--- src/rtl/shift_seq_pkg.sv ---
// Shared types and constants for the shift sequencer: operand modes,
// universal-shift-register select codes and the sequencer state encoding.
package shift_seq_pkg;

  // Shift flavour latched on an accepted request; encoding 11 folds to logical.
  typedef enum logic [1:0] {
    MODE_LOG   = 2'b00,
    MODE_ARITH = 2'b01,
    MODE_ROT   = 2'b10
  } mode_e;

  // Select codes understood by the downstream MC10141-style register chain.
  localparam logic [1:0] USR_LOAD = 2'b00;
  localparam logic [1:0] USR_SHR  = 2'b01;  // toward higher index, S0 fills bit 0
  localparam logic [1:0] USR_SHL  = 2'b10;  // toward lower index, S3 fills bit WIDTH-1
  localparam logic [1:0] USR_HOLD = 2'b11;

  // Sequencer states.
  typedef enum logic [1:0] {
    ST_IDLE  = 2'b00,
    ST_SHIFT = 2'b01,
    ST_FIN   = 2'b10
  } state_e;

  // Map the raw MODE input onto the three supported modes.
  function automatic mode_e decode_mode(input logic [1:0] raw);
    case (raw)
      2'b01:   decode_mode = MODE_ARITH;
      2'b10:   decode_mode = MODE_ROT;
      default: decode_mode = MODE_LOG;
    endcase
  endfunction

endpackage

--- src/rtl/shift_sequencer_count.sv ---
// Loadable down-counter holding the number of shifts still to perform.
// Decrementing stops at zero so the count can never wrap.
module shift_count_down #(
  parameter int CNTW = 6
) (
  input  logic            CLK,
  input  logic            RESET,
  input  logic            i_load,
  input  logic            i_dec,
  input  logic [CNTW-1:0] i_d,
  output logic [CNTW-1:0] o_q,
  output logic            o_is_one,
  output logic            o_is_zero
);

  logic [CNTW-1:0] r_cnt;

  // Load has priority over decrement; decrement is blocked at zero.
  always_ff @(posedge CLK or posedge RESET) begin
    if (RESET) begin
      r_cnt <= '0;
    end else if (i_load) begin
      r_cnt <= i_d;
    end else if (i_dec && (r_cnt != '0)) begin
      r_cnt <= r_cnt - 1'b1;
    end
  end

  assign o_q       = r_cnt;
  assign o_is_one  = (r_cnt == {{(CNTW-1){1'b0}}, 1'b1});
  assign o_is_zero = (r_cnt == '0);

endmodule

--- src/rtl/shift_sequencer.sv ---
// Control stage for a chain of 4-bit universal shift registers. Accepts a
// one-shot request, steers the chain's SEL/serial inputs for COUNT cycles and
// keeps a shadow copy of the chain contents (bit 0 = MSB) in DOUT.
//
// Handshake: START is a request strobe honoured only while BUSY is low
// (IDLE); it is consumed on the rising edge where START=1 and BUSY=0. BUSY
// stays high from the next cycle through the single DONE cycle; any START
// seen while BUSY is dropped with no side effects.
module shift_sequencer
  import shift_seq_pkg::*;
#(
  parameter int WIDTH = 36,
  parameter int CNTW  = 6
) (
  input  logic             CLK,
  input  logic             RESET,
  input  logic             START,
  input  logic [0:WIDTH-1] DIN,
  input  logic [CNTW-1:0]  COUNT,
  input  logic             DIR,
  input  logic [1:0]       MODE,
  output logic [1:0]       SEL,
  output logic             S0_OUT,
  output logic             S3_OUT,
  output logic [0:WIDTH-1] DOUT,
  output logic [CNTW-1:0]  CNT_LEFT,
  output logic             BUSY,
  output logic             DONE,
  output logic [1:0]       DBG_STATE
);

  state_e           r_state;
  state_e           w_next;
  logic             r_dir;
  mode_e            r_mode;
  logic [0:WIDTH-1] r_dout;
  logic             w_load;
  logic             w_dec;
  logic             w_s0;
  logic             w_s3;
  logic             w_is_one;
  logic             w_is_zero;

  shift_count_down #(.CNTW(CNTW)) u_cnt (
    .CLK       (CLK),
    .RESET     (RESET),
    .i_load    (w_load),
    .i_dec     (w_dec),
    .i_d       (COUNT),
    .o_q       (CNT_LEFT),
    .o_is_one  (w_is_one),
    .o_is_zero (w_is_zero)
  );

  // State register.
  always_ff @(posedge CLK or posedge RESET) begin
    if (RESET) begin
      r_state <= ST_IDLE;
    end else begin
      r_state <= w_next;
    end
  end

  // Next-state, chain select and completion strobe.
  always_comb begin
    w_next = r_state;
    w_load = 1'b0;
    w_dec  = 1'b0;
    SEL    = USR_HOLD;
    DONE   = 1'b0;
    case (r_state)
      ST_IDLE: begin
        if (START) begin
          SEL    = USR_LOAD;
          w_load = 1'b1;
          w_next = (COUNT != '0) ? ST_SHIFT : ST_FIN;
        end
      end
      ST_SHIFT: begin
        SEL   = r_dir ? USR_SHL : USR_SHR;
        w_dec = !w_is_zero;
        // The zero check only guards against an impossible entry with count 0.
        if (w_is_one || w_is_zero) begin
          w_next = ST_FIN;
        end
      end
      ST_FIN: begin
        DONE   = 1'b1;
        w_next = ST_IDLE;
      end
      default: begin
        w_next = ST_IDLE;
      end
    endcase
  end

  // Serial fill bits, only live while shifting.
  always_comb begin
    w_s0 = 1'b0;
    w_s3 = 1'b0;
    if (r_state == ST_SHIFT) begin
      if (!r_dir) begin
        case (r_mode)
          MODE_ARITH: w_s0 = r_dout[0];
          MODE_ROT:   w_s0 = r_dout[WIDTH-1];
          default:    w_s0 = 1'b0;
        endcase
      end else if (r_mode == MODE_ROT) begin
        w_s3 = r_dout[0];
      end
    end
  end

  // Shadow register and latched request controls, mirroring the chain.
  always_ff @(posedge CLK or posedge RESET) begin
    if (RESET) begin
      r_dout <= '0;
      r_dir  <= 1'b0;
      r_mode <= MODE_LOG;
    end else if (w_load) begin
      r_dout <= DIN;
      r_dir  <= DIR;
      r_mode <= decode_mode(MODE);
    end else if (r_state == ST_SHIFT) begin
      if (!r_dir) begin
        r_dout <= {w_s0, r_dout[0:WIDTH-2]};
      end else begin
        r_dout <= {r_dout[1:WIDTH-1], w_s3};
      end
    end
  end

  assign S0_OUT    = w_s0;
  assign S3_OUT    = w_s3;
  assign DOUT      = r_dout;
  assign BUSY      = (r_state != ST_IDLE);
  assign DBG_STATE = r_state;

endmodule

--- config.mk ---
export PLATFORM = sky130hd
export DESIGN_NAME = shift_sequencer
export DESIGN_NICKNAME = d
export VERILOG_FILES = /design/src/rtl/shift_seq_pkg.sv /design/src/rtl/shift_sequencer_count.sv /design/src/rtl/shift_sequencer.sv
export SDC_FILE = /design/constraint.sdc
export NUM_CORES = 1
export LEC_CHECK = 0
export CAP_MARGIN = 10
export CORE_MARGIN = 2
export CORE_UTILIZATION = 41
export DETAILED_ROUTE_END_ITERATION = 10
export GPL_TIMING_DRIVEN = 0
export HOLD_SLACK_MARGIN = 0.05
export MAX_ROUTING_LAYER = met4
export PLACE_DENSITY_LB_ADDON = 0.3
export SKIP_CTS_REPAIR_TIMING = 1
export SYNTH_ARGS = -nofsm -noshare
export SYNTH_HDL_FRONTEND = slang
export SYNTH_SLANG_ARGS = --single-unit
--- constraint.sdc ---
create_clock -name CLK -period 1.6 [get_ports CLK]
set_clock_uncertainty 0.1 [all_clocks]
set_input_delay 0.24 -clock CLK [delete_from_list [all_inputs] [get_ports CLK]]
set_output_delay 0.24 -clock CLK [all_outputs]
set_load 0.01 [all_outputs]
==> After elaboration in Yosys (flattened, before gate mapping) <==
Cells that the tools add are included.
{ "op_classes": {"n_addsub": 1, "n_mul": 0, "div": 0, "n_lt_le_gt_ge": 0, "eq_ne": 9, "shifts": 0, "muxes": 23, "bitwise_logic": 0, "reduce_logical": 11} }
{ "ops": {"columns": ["op", "n"], "rows": [
  ["36-bit 2-to-1 mux", 3],
  ["6-bit 2-to-1 mux", 2],
  ["2-bit case mux with 2 select lines", 3],
  ["6-bit nonzero test", 2],
  ["2-bit 2-to-1 mux", 5],
  ["1-bit 2-to-1 mux", 9],
  ["2-bit by 1-bit equality test with 1-bit output, second input constant", 3],
  ["2-bit equality test, second input constant", 3],
  ["6-bit by 1-bit equality test with 1-bit output, second input constant", 1],
  ["6-bit zero test", 1],
  ["2-bit nonzero test", 3],
  ["6-bit by 1-bit subtractor with 6-bit output, second input constant", 1],
  ["2-bit != test, second input constant", 2],
  ["2-bit zero test", 1],
  ["1-bit case mux with 2 select lines", 1],
  ["2-bit AND reduction", 1],
  ["1-bit logical AND", 1],
  ["1-bit zero test", 1],
  ["1-bit logical OR", 1]
]} }
{ "totals": {"ff_bits": 47, "latchBits": 0, "ramBits": 0, "mem_bits_ro": 0, "inputBits": 48, "out_inout_bits": 50, "word_cells": 49, "n_memories": 0} }

==> Longest topological paths before layout <==
Gate-level depths: netlist (run 1).
{ "depth": {"ltp_word": 7, "depth_mapped": 6, "mapped_depth_nobuf": 5} }

==> Hierarchy <==
From an unflattened synthesis (run 1), not the netlist that was laid out.
{ "unflattened": {"cells_unflattened": 315, "area_unflattened_um2": 2895.3} }
{ "modules_own_cells": {"columns": ["module", "n_inst", "cells_each", "area_per_inst_um2", "seq_area_each_um2"], "rows": [
  ["shift_sequencer", 1, 265, 2461.1, 1026.0],
  ["shift_count_down", 1, 50, 434.2, 150.1]
]} }

==> Worst setup path before layout (run 1) <==
Ideal clock, no wire load.
{ "synth_timing": {"path_type": "register to register", "startpoint": "reg u_cnt.r_cnt[0] (netlist: u_cnt.o_q[0])", "endpoint": "reg u_cnt.r_cnt[5] (netlist: u_cnt.o_q[5])", "setup_time_ns": 0.070, "arrival_time_ns": 1.530, "required_time_ns": 1.430, "setup_slack_ns": -0.099, "stages_incl_launch_ff": 6, "path_buffers": 0, "period_less_slack_ns": 1.699, "path_cell_list": "dfrtp_1 inv_1 ha_1 or4b_1 or3_1 nand3_1"} }
{ "synth_via": {"elab_chain_cells": 5, "word_cells_on_any_way": 9, "classes_between": "add/sub: 1; mux: 3; reduce/logical: 5"} }
{ "synth_rtl": {"columns": ["element", "line", "source"], "rows": [
  ["from (decl)", "shift_sequencer_count.sv:16", "logic [CNTW-1:0] r_cnt;"],
  ["from (signal assigned)", "shift_sequencer_count.sv:23", "r_cnt <= i_d;"],
  ["from (signal assigned)", "shift_sequencer_count.sv:25", "r_cnt <= r_cnt - 1'b1;"],
  ["branches (longest 5 deep; another with 6-bit by 1-bit subtractor with 6-bit output)", null, null]
]} }
Parallel ways; which one is timed is not known. The select of a mux whose other input is x is not followed.
A chain may end at the register's enable or synchronous reset.

==> Worst setup path after layout (run 1) <==
{ "layout_timing": {"startpoint": "reg r_mode[1]", "endpoint": "out S0_OUT"} }
{ "layout_via": {"elab_chain_cells": 4, "word_cells_on_any_way": 5, "classes_between": "eq/ne: 2; mux: 3"} }
{ "layout_rtl": {"columns": ["element", "line", "source"], "rows": [
  ["from (decl)", "shift_sequencer.sv:35", "mode_e r_mode;"],
  ["from (signal assigned)", "shift_sequencer.sv:123", "r_mode <= decode_mode(MODE);"],
  ["2-bit equality test or 2-bit by 1-bit equality test with 1-bit output (tied branches)", "shift_sequencer.sv:103", "case (r_mode)"],
  ["1-bit case mux with 2 select lines *", "shift_sequencer.sv:103", null],
  ["1-bit 2-to-1 mux *", "shift_sequencer.sv:102", "if (!r_dir) begin"],
  ["1-bit 2-to-1 mux *", "shift_sequencer.sv:101", "if (r_state == ST_SHIFT) begin"],
  ["to (decl)", "shift_sequencer.sv:23", "output logic S0_OUT,"]
]} }
Every way passes the cells marked *; elsewhere a longest branch is shown, timed or not.

==> flow_summary_export.csv, run 1 <==
group,metric,value,unit
sta,worst_pin_slew,572.5,ps
layout,final_cells,564,
worst_setup_path,crit_fanout,2,
synthesis,seq_area_frac_synth,0.4213,
detailed_routing,vias,3292,
worst_setup_path,crit_chain,"inv_1 -> ha_1 -> a22oi_1 -> or3_4 -> nor2_4 -> buf_6",
detailed_routing,avgViaCountPerCell,5.837,
layout,layout_commonest_cell,"buf_4",
pwr,vdd_drop_max,1.172,mV
detailed_routing,finalWirelength,10.92,mm
floorplan,rows,30,
run_status,status,"complete, but fails checks",
flow_run,cap_violations,0,
clocking,cts_tree,"done",
synthesis,synth_top_area_frac,0.4213,
detailed_routing,drt_pass1_iterations,5,
global_route,globalRoute.totalOverflow,0,
global_route,grt_pass1_vias,2804,
clocking,cts_max_level,2,
global_route,antenna_found_initial,0,
synthesis,syn_area,2791,µm²
detailed_routing,drc,0,
detailed_routing,drtIter0Drc,239,
layout,drive_gt1_frac,0.3326,
worst_hold_path,hold_class,"in2async",
worst_setup_path,crit_path_max_incr_delay,430,ps
sta,setup_viol_count_final,17,
pwr,power_density,2171,nW/µm²
sta,period_needed,1964,ps
sta,rsz0062_at_grt,"true",
sta,max_freq,0.5093,GHz
synthesis,synthTopCellsByArea,"dfrtp_1, a211oi_1, o31ai_1",
global_route,use_met1,0.3412,
worst_setup_path,critPathBufInv,2,
worst_setup_path,end_kind,"output port",
clocking,cts_buffers,5,
clocking,clk_pin_slew,90,ps
floorplan,core-area,6681,µm²
worst_setup_path,start_kind,"register",
placement,dp_hpwl,6.475,mm
global_route,global_route.usage.met3,0.04476,
placement,placed_cells,490,
sta,timing.final.crit_share,1.227,
worst_setup_path,path_class,"reg2out",
synthesis,syn_avg_cell_area,8.947,µm²
global_route,grtUsageMet2,0.3881,
floorplan,start_util,0.4178,
synthesis,yosys_warnings,0,
sta,hold_violations,0,
sta,finalMaxSlewViolations,0,
worst_setup_path,crit_slowest_cell,"dfrtp_1",
worst_setup_path,rr_endpoint,"u_cnt.o_q[5]$_DFFE_PP0P_",
synthesis,synth_top_cell_by_area,"dfrtp_1",
worst_setup_path,reg2reg_slack,-300,ps
global_route,grt_pass1_wl,14.32,mm
synthesis,synth-edff-count,0,
layout,nNetsFinal,536,
layout,n_antenna_cell,0,
synthesis,synth_fp_nets,364,
worst_setup_path,required,1260,ps
layout,fill_cells,454,
worst_setup_path,ff2ff_path_depth,6,
placement,place_ws,-888.9,ps
synthesis,ys.flop_type,"dfrtp_1",
floorplan,die_area,7484,µm²
synthesis,ys_seq_elements,47,
placement,io_buffers,97,
placement,gp_congestion,0.8319,
global_route,grt_max_degree,37,
worst_setup_path,reg2reg_from,"DBG_STATE[1]$_DFFE_PP0P_",
detailed_routing,ant_nets,0,
sta,holdWs,84.01,ps
floorplan,die_x,86.51,µm
pwr,leakagePower,2.385,nW
synthesis,synth.distinct_cells,41,
worst_setup_path,cp.depth,6,
clocking,clock-sinks,47,
sta,slew_headroom,0.6148,
synthesis,synth_cells,312,
clocking,clockBufferDepth,2,
global_route,grt-busiest-layer,"met2",
run_status,violations,"negative setup slack",
worst_setup_path,cp.arrival,1620,ps
worst_setup_path,crit_family,"simple AND/OR/NAND/NOR gates",
global_route,grt_usage,0.2496,
layout,layout_common_cells,"buf_4, clkdlybuf4s50_1, nand2_1",
layout,utilization,0.7346,
clocking,clock_latency,310,ps
clocking,cts_root_buf,"clkbuf_8",
sta,setup_ws,-363.5,ps
floorplan,fp.dieH,86.51,µm
detailed_routing,wl_per_cell,19.37,µm
floorplan,io_pins,98,
synthesis,synthArstFlopShare,1.000,
sta,tns,-2254,ps
layout,areaGrowthSynthToFinish,75.84,%
through the flow:
| step | total power [W] | area (µm²) |
|---|---|---|
| 5_1_grt | 0.01122 | 4908 |
| 3_3_place_gp | 0.007470 | 3870 |
| 6_report | 0.01066 | 4908 |
| 2_1_floorplan | 0.005399 | 2799 |
| 4_1_cts | 0.008428 | 3978 |
| 3_5_place_dp | 0.007662 | 3890 |
registers in the layout, indices dropped and copies added, names as in the netlist:
register   flops
r_dir          1
u_cnt.o_q      6
r_mode         2
DBG_STATE      2
DOUT          36
worst max-delay path by stage:
stage | startpoint | to | slack, ps
floorplan | DBG_STATE[1]$_DFFE_PP0P_ | u_cnt.o_q[5]$_DFFE_PP0P_ | -20
global placement | RESET | u_cnt.o_q[0]$_DFFE_PP0P_ | -1020
detailed placement | START | SEL[1] | -890
CTS | DBG_STATE[0]$_DFFE_PP0P_ | SEL[1] | -990
global route | r_mode[1]$_DFFE_PP0P_ | S0_OUT | -410
finish | r_mode[1]$_DFFE_PP0P_ | S0_OUT | -360
synth_stat cells, types with 2 or more instances:
cell type,count
buf_2,18
nand3b_1,3
a211o_1,2
nor2_1,29
or3_1,3
a22oi_1,15
dfrtp_1,47
a311oi_1,2
clkbuf_1,8
mux2_2,12
nand3_1,2
o21ai_0,18
o31ai_1,22
o211ai_1,3
a21oi_1,4
ha_1,4
nand2_1,41
inv_1,10
nor2b_1,25
a211oi_1,23
worst reg2reg max path, delay by kind of cell (launching register included):
| family | cells | cell delay (ps) |
|---|---|---|
| flip-flops | 1 | 460 |
| buffers and inverters | 3 | 370 |
| AND/OR/NAND/NOR | 3 | 900 |
power breakdown:
| group | switching [W] | internal (W) | total (W) |
|---|---|---|---|
| clock | 0.000438 | 0.000341 | 0.000779 |
| sequential | 0.000589 | 0.00183 | 0.00242 |
| combinational | 0.00347 | 0.00398 | 0.00745 |
final cells by class:
| type | count | area, µm² | share of cell area |
|---|---|---|---|
| buffer | 27 | 291.5 | 0.05939 |
| clock inverter | 1 | 5.005 | 0.001020 |
| clock buffer | 6 | 82.58 | 0.01682 |
| timing repair buffer | 165 | 1609 | 0.3278 |
| sequential | 47 | 1186 | 0.2417 |
| inverter | 10 | 40.04 | 0.008157 |
| multi-input combinational | 228 | 1594 | 0.3248 |
| tap | 80 | 100.1 | 0.02039 |
cell families (layout without fill, tap and decap cells):
family / after synthesis / count (layout) / share of synthesized area
adder cells (fa/ha/maj): 4 / 4 / 0.01793
AND/OR/NAND/NOR: 114 / 114 / 0.2057
multiplexers: 13 / 13 / 0.05199
flip-flops: 47 / 47 / 0.4213
buffers and inverters: 37 / 209 / 0.05782
AO/OA/AOI/OAI: 97 / 97 / 0.2452
metal layers:
metal,vias up,share of wire
li1,1474,-
met1,1616,0.41
met2,167,0.50
met3,35,0.070
met4,0,0.024
met5,-,0
Power figures use the tool's default switching activity.
==> inputs of run 2 (changes only) <==
--- a/config.mk
+++ b/config.mk
@@ -7,9 +7,8 @@
 export LEC_CHECK = 0
 export CAP_MARGIN = 10
 export CORE_MARGIN = 2
-export CORE_UTILIZATION = 41
+export CORE_UTILIZATION = 40
 export DETAILED_ROUTE_END_ITERATION = 10
-export GPL_TIMING_DRIVEN = 0
 export HOLD_SLACK_MARGIN = 0.05
 export MAX_ROUTING_LAYER = met4
 export PLACE_DENSITY_LB_ADDON = 0.3
==> run 2 against run 1 <==
The run still ends with negative setup slack left. Clock power is 25% higher. Worst hold slack gained 97 ps. Wire length fell by 5.2%. Utilization shrank 0.54 points. Fmax rose by 0.60%. Combinational power shrank 1%. Critical path depth down 2. Sequential share of layout area shrank 0.19 points. Non-clock buffer count decreased by 7. Cell count down 1.1%.
==> flow_summary_export.csv, run 2 (synthesized netlist as in run 1, its figures left out) <==
group,metric,value,unit
run_status,status,"complete, but fails checks",
run_status,violations,"negative setup slack",
worst_setup_path,start_kind,"register",
detailed_routing,drt_pass1_iterations,5,
layout,n_antenna_cell,0,
sta,max_freq,0.5123,GHz
global_route,grt_max_degree,48,
clocking,cts_max_level,2,
floorplan,die_area,7662,µm²
sta,rsz0062_at_grt,"true",
floorplan,die_x,87.54,µm
global_route,grt_usage,0.2324,
clocking,cts_buffers,5,
placement,io_buffers,97,
detailed_routing,avgViaCountPerCell,5.760,
placement,gp_congestion,0.9511,
sta,hold_violations,0,
global_route,globalRoute.totalOverflow,0,
floorplan,io_pins,98,
worst_setup_path,crit_chain,"ha_4 -> or3_4 -> nor2_4 -> buf_6",
detailed_routing,wl_per_cell,18.56,µm
worst_setup_path,path_class,"reg2out",
detailed_routing,finalWirelength,10.36,mm
sta,finalMaxSlewViolations,0,
clocking,clk_pin_slew,100,ps
sta,worst_pin_slew,423.5,ps
layout,areaGrowthSynthToFinish,76.51,%
clocking,cts_tree,"done",
sta,setup_ws,-351.9,ps
layout,layout_commonest_cell,"buf_4",
layout,drive_gt1_frac,0.3013,
floorplan,fp.dieH,87.54,µm
layout,layout_common_cells,"buf_4, clkdlybuf4s50_1, dfrtp_1",
sta,setup_viol_count_final,7,
global_route,grt_pass1_vias,2856,
sta,period_needed,1952,ps
floorplan,core-area,6756,µm²
layout,final_cells,558,
placement,placed_cells,499,
clocking,clockBufferDepth,2,
clocking,clock_latency,310,ps
worst_setup_path,critPathBufInv,1,
sta,slew_headroom,0.7151,
sta,timing.final.crit_share,1.220,
worst_setup_path,crit_family,"simple AND/OR/NAND/NOR gates",
detailed_routing,drtIter0Drc,258,
worst_setup_path,crit_slowest_cell,"dfrtp_1",
global_route,grt_pass1_wl,13.71,mm
pwr,leakagePower,2.398,nW
worst_setup_path,crit_fanout,2,
worst_setup_path,end_kind,"output port",
sta,holdWs,181.5,ps
detailed_routing,ant_nets,0,
clocking,cts_root_buf,"clkbuf_8",
placement,dp_hpwl,6.049,mm
worst_setup_path,reg2reg_slack,-130,ps
flow_run,cap_violations,0,
global_route,antenna_found_initial,0,
pwr,power_density,2172,nW/µm²
worst_hold_path,hold_class,"in2async",
layout,largest_reg_flops,36,
detailed_routing,vias,3214,
clocking,clock-sinks,47,
layout,nNetsFinal,529,
floorplan,rows,30,
worst_setup_path,crit_path_max_incr_delay,430,ps
detailed_routing,drc,0,
worst_setup_path,cp.arrival,1610,ps
pwr,vdd_drop_max,0.8995,mV
floorplan,start_util,0.4131,
worst_setup_path,required,1260,ps
[run 2: cell count changes in the layout (fill, tap and decap cells not counted), moves of 4 or more]
cell / change
a211oi_2: -7
o21ai_1: -6
buf_6: -7
o21ai_0: +7
dfrtp_2: -4
buf_12: +4
a211oi_1: +7
buf_8: -6
clkbuf_2: -4
dfrtp_1: +4
[run 2: through the flow]
stage | power [W] | utilization | instance area (µm²) | worst slack [ps] | setup TNS, ps
after floorplan | 0.005399 | - | 2799 | -20.48 | -20.48
after global placement | 0.007879 | 0.6039 | 4080 | -405.6 | -9386
after detailed placement | 0.008071 | 0.6039 | 4080 | -447.1 | -10650
after CTS | 0.009040 | 0.6219 | 4202 | -784.4 | -6847
after global routing | 0.01133 | 0.7293 | 4927 | -384.7 | -1685
final | 0.01070 | 0.7293 | 4927 | -351.9 | -1141
[run 2: per-layer routing]
layer  up-vias  GRT usage  wire length (µm)
li1       1460          -                 -
met1      1567     0.3099              4332
met2       172     0.3719              5141
met3        15    0.03299               751
met4         0    0.06294               133
met5         -          -                 0
[run 2: worst reg2reg max path, cell delays in order, from the launching register on]
cell	delay [ps]
dfrtp_1	430
ha_4	250
or3_4	400
buf_4	140
buf_4	130
a221oi_2	190
[run 2: final cells by class]
cell class                 count  area [µm²]
clock buffer                   6       82.58
sequential                    47        1181
multi-input combinational    228        1588
tap                           80       100.1
fill                         457        1829
timing repair buffer         185        1899
clock inverter                 2       38.79
inverter                      10       37.54
[run 2: worst paths after layout]
check                                 startpoint                        to  cells after the start
max in group asynchronous                  RESET  DBG_STATE[1]$_DFFE_PP0P_                      3
min                                        RESET  u_cnt.o_q[2]$_DFFE_PP0P_                      3
max reg2reg                r_mode[1]$_DFFE_PP0P_       DOUT[0]$_DFFE_PP0P_                      5
min in group CLK                         DIN[18]      DOUT[18]$_DFFE_PP0P_                      3
max                        r_mode[1]$_DFFE_PP0P_                    S0_OUT                      4
min reg2reg                 DOUT[10]$_DFFE_PP0P_      DOUT[10]$_DFFE_PP0P_                      2
[run 2: report_power, final]
group	total [W]	switching, W	leakage (nW)	internal, W
combinational	0.00737	0.00337	1.77	0.00401
clock	0.000971	0.000456	0.0618	0.000515
sequential	0.00236	0.000534	0.565	0.00182
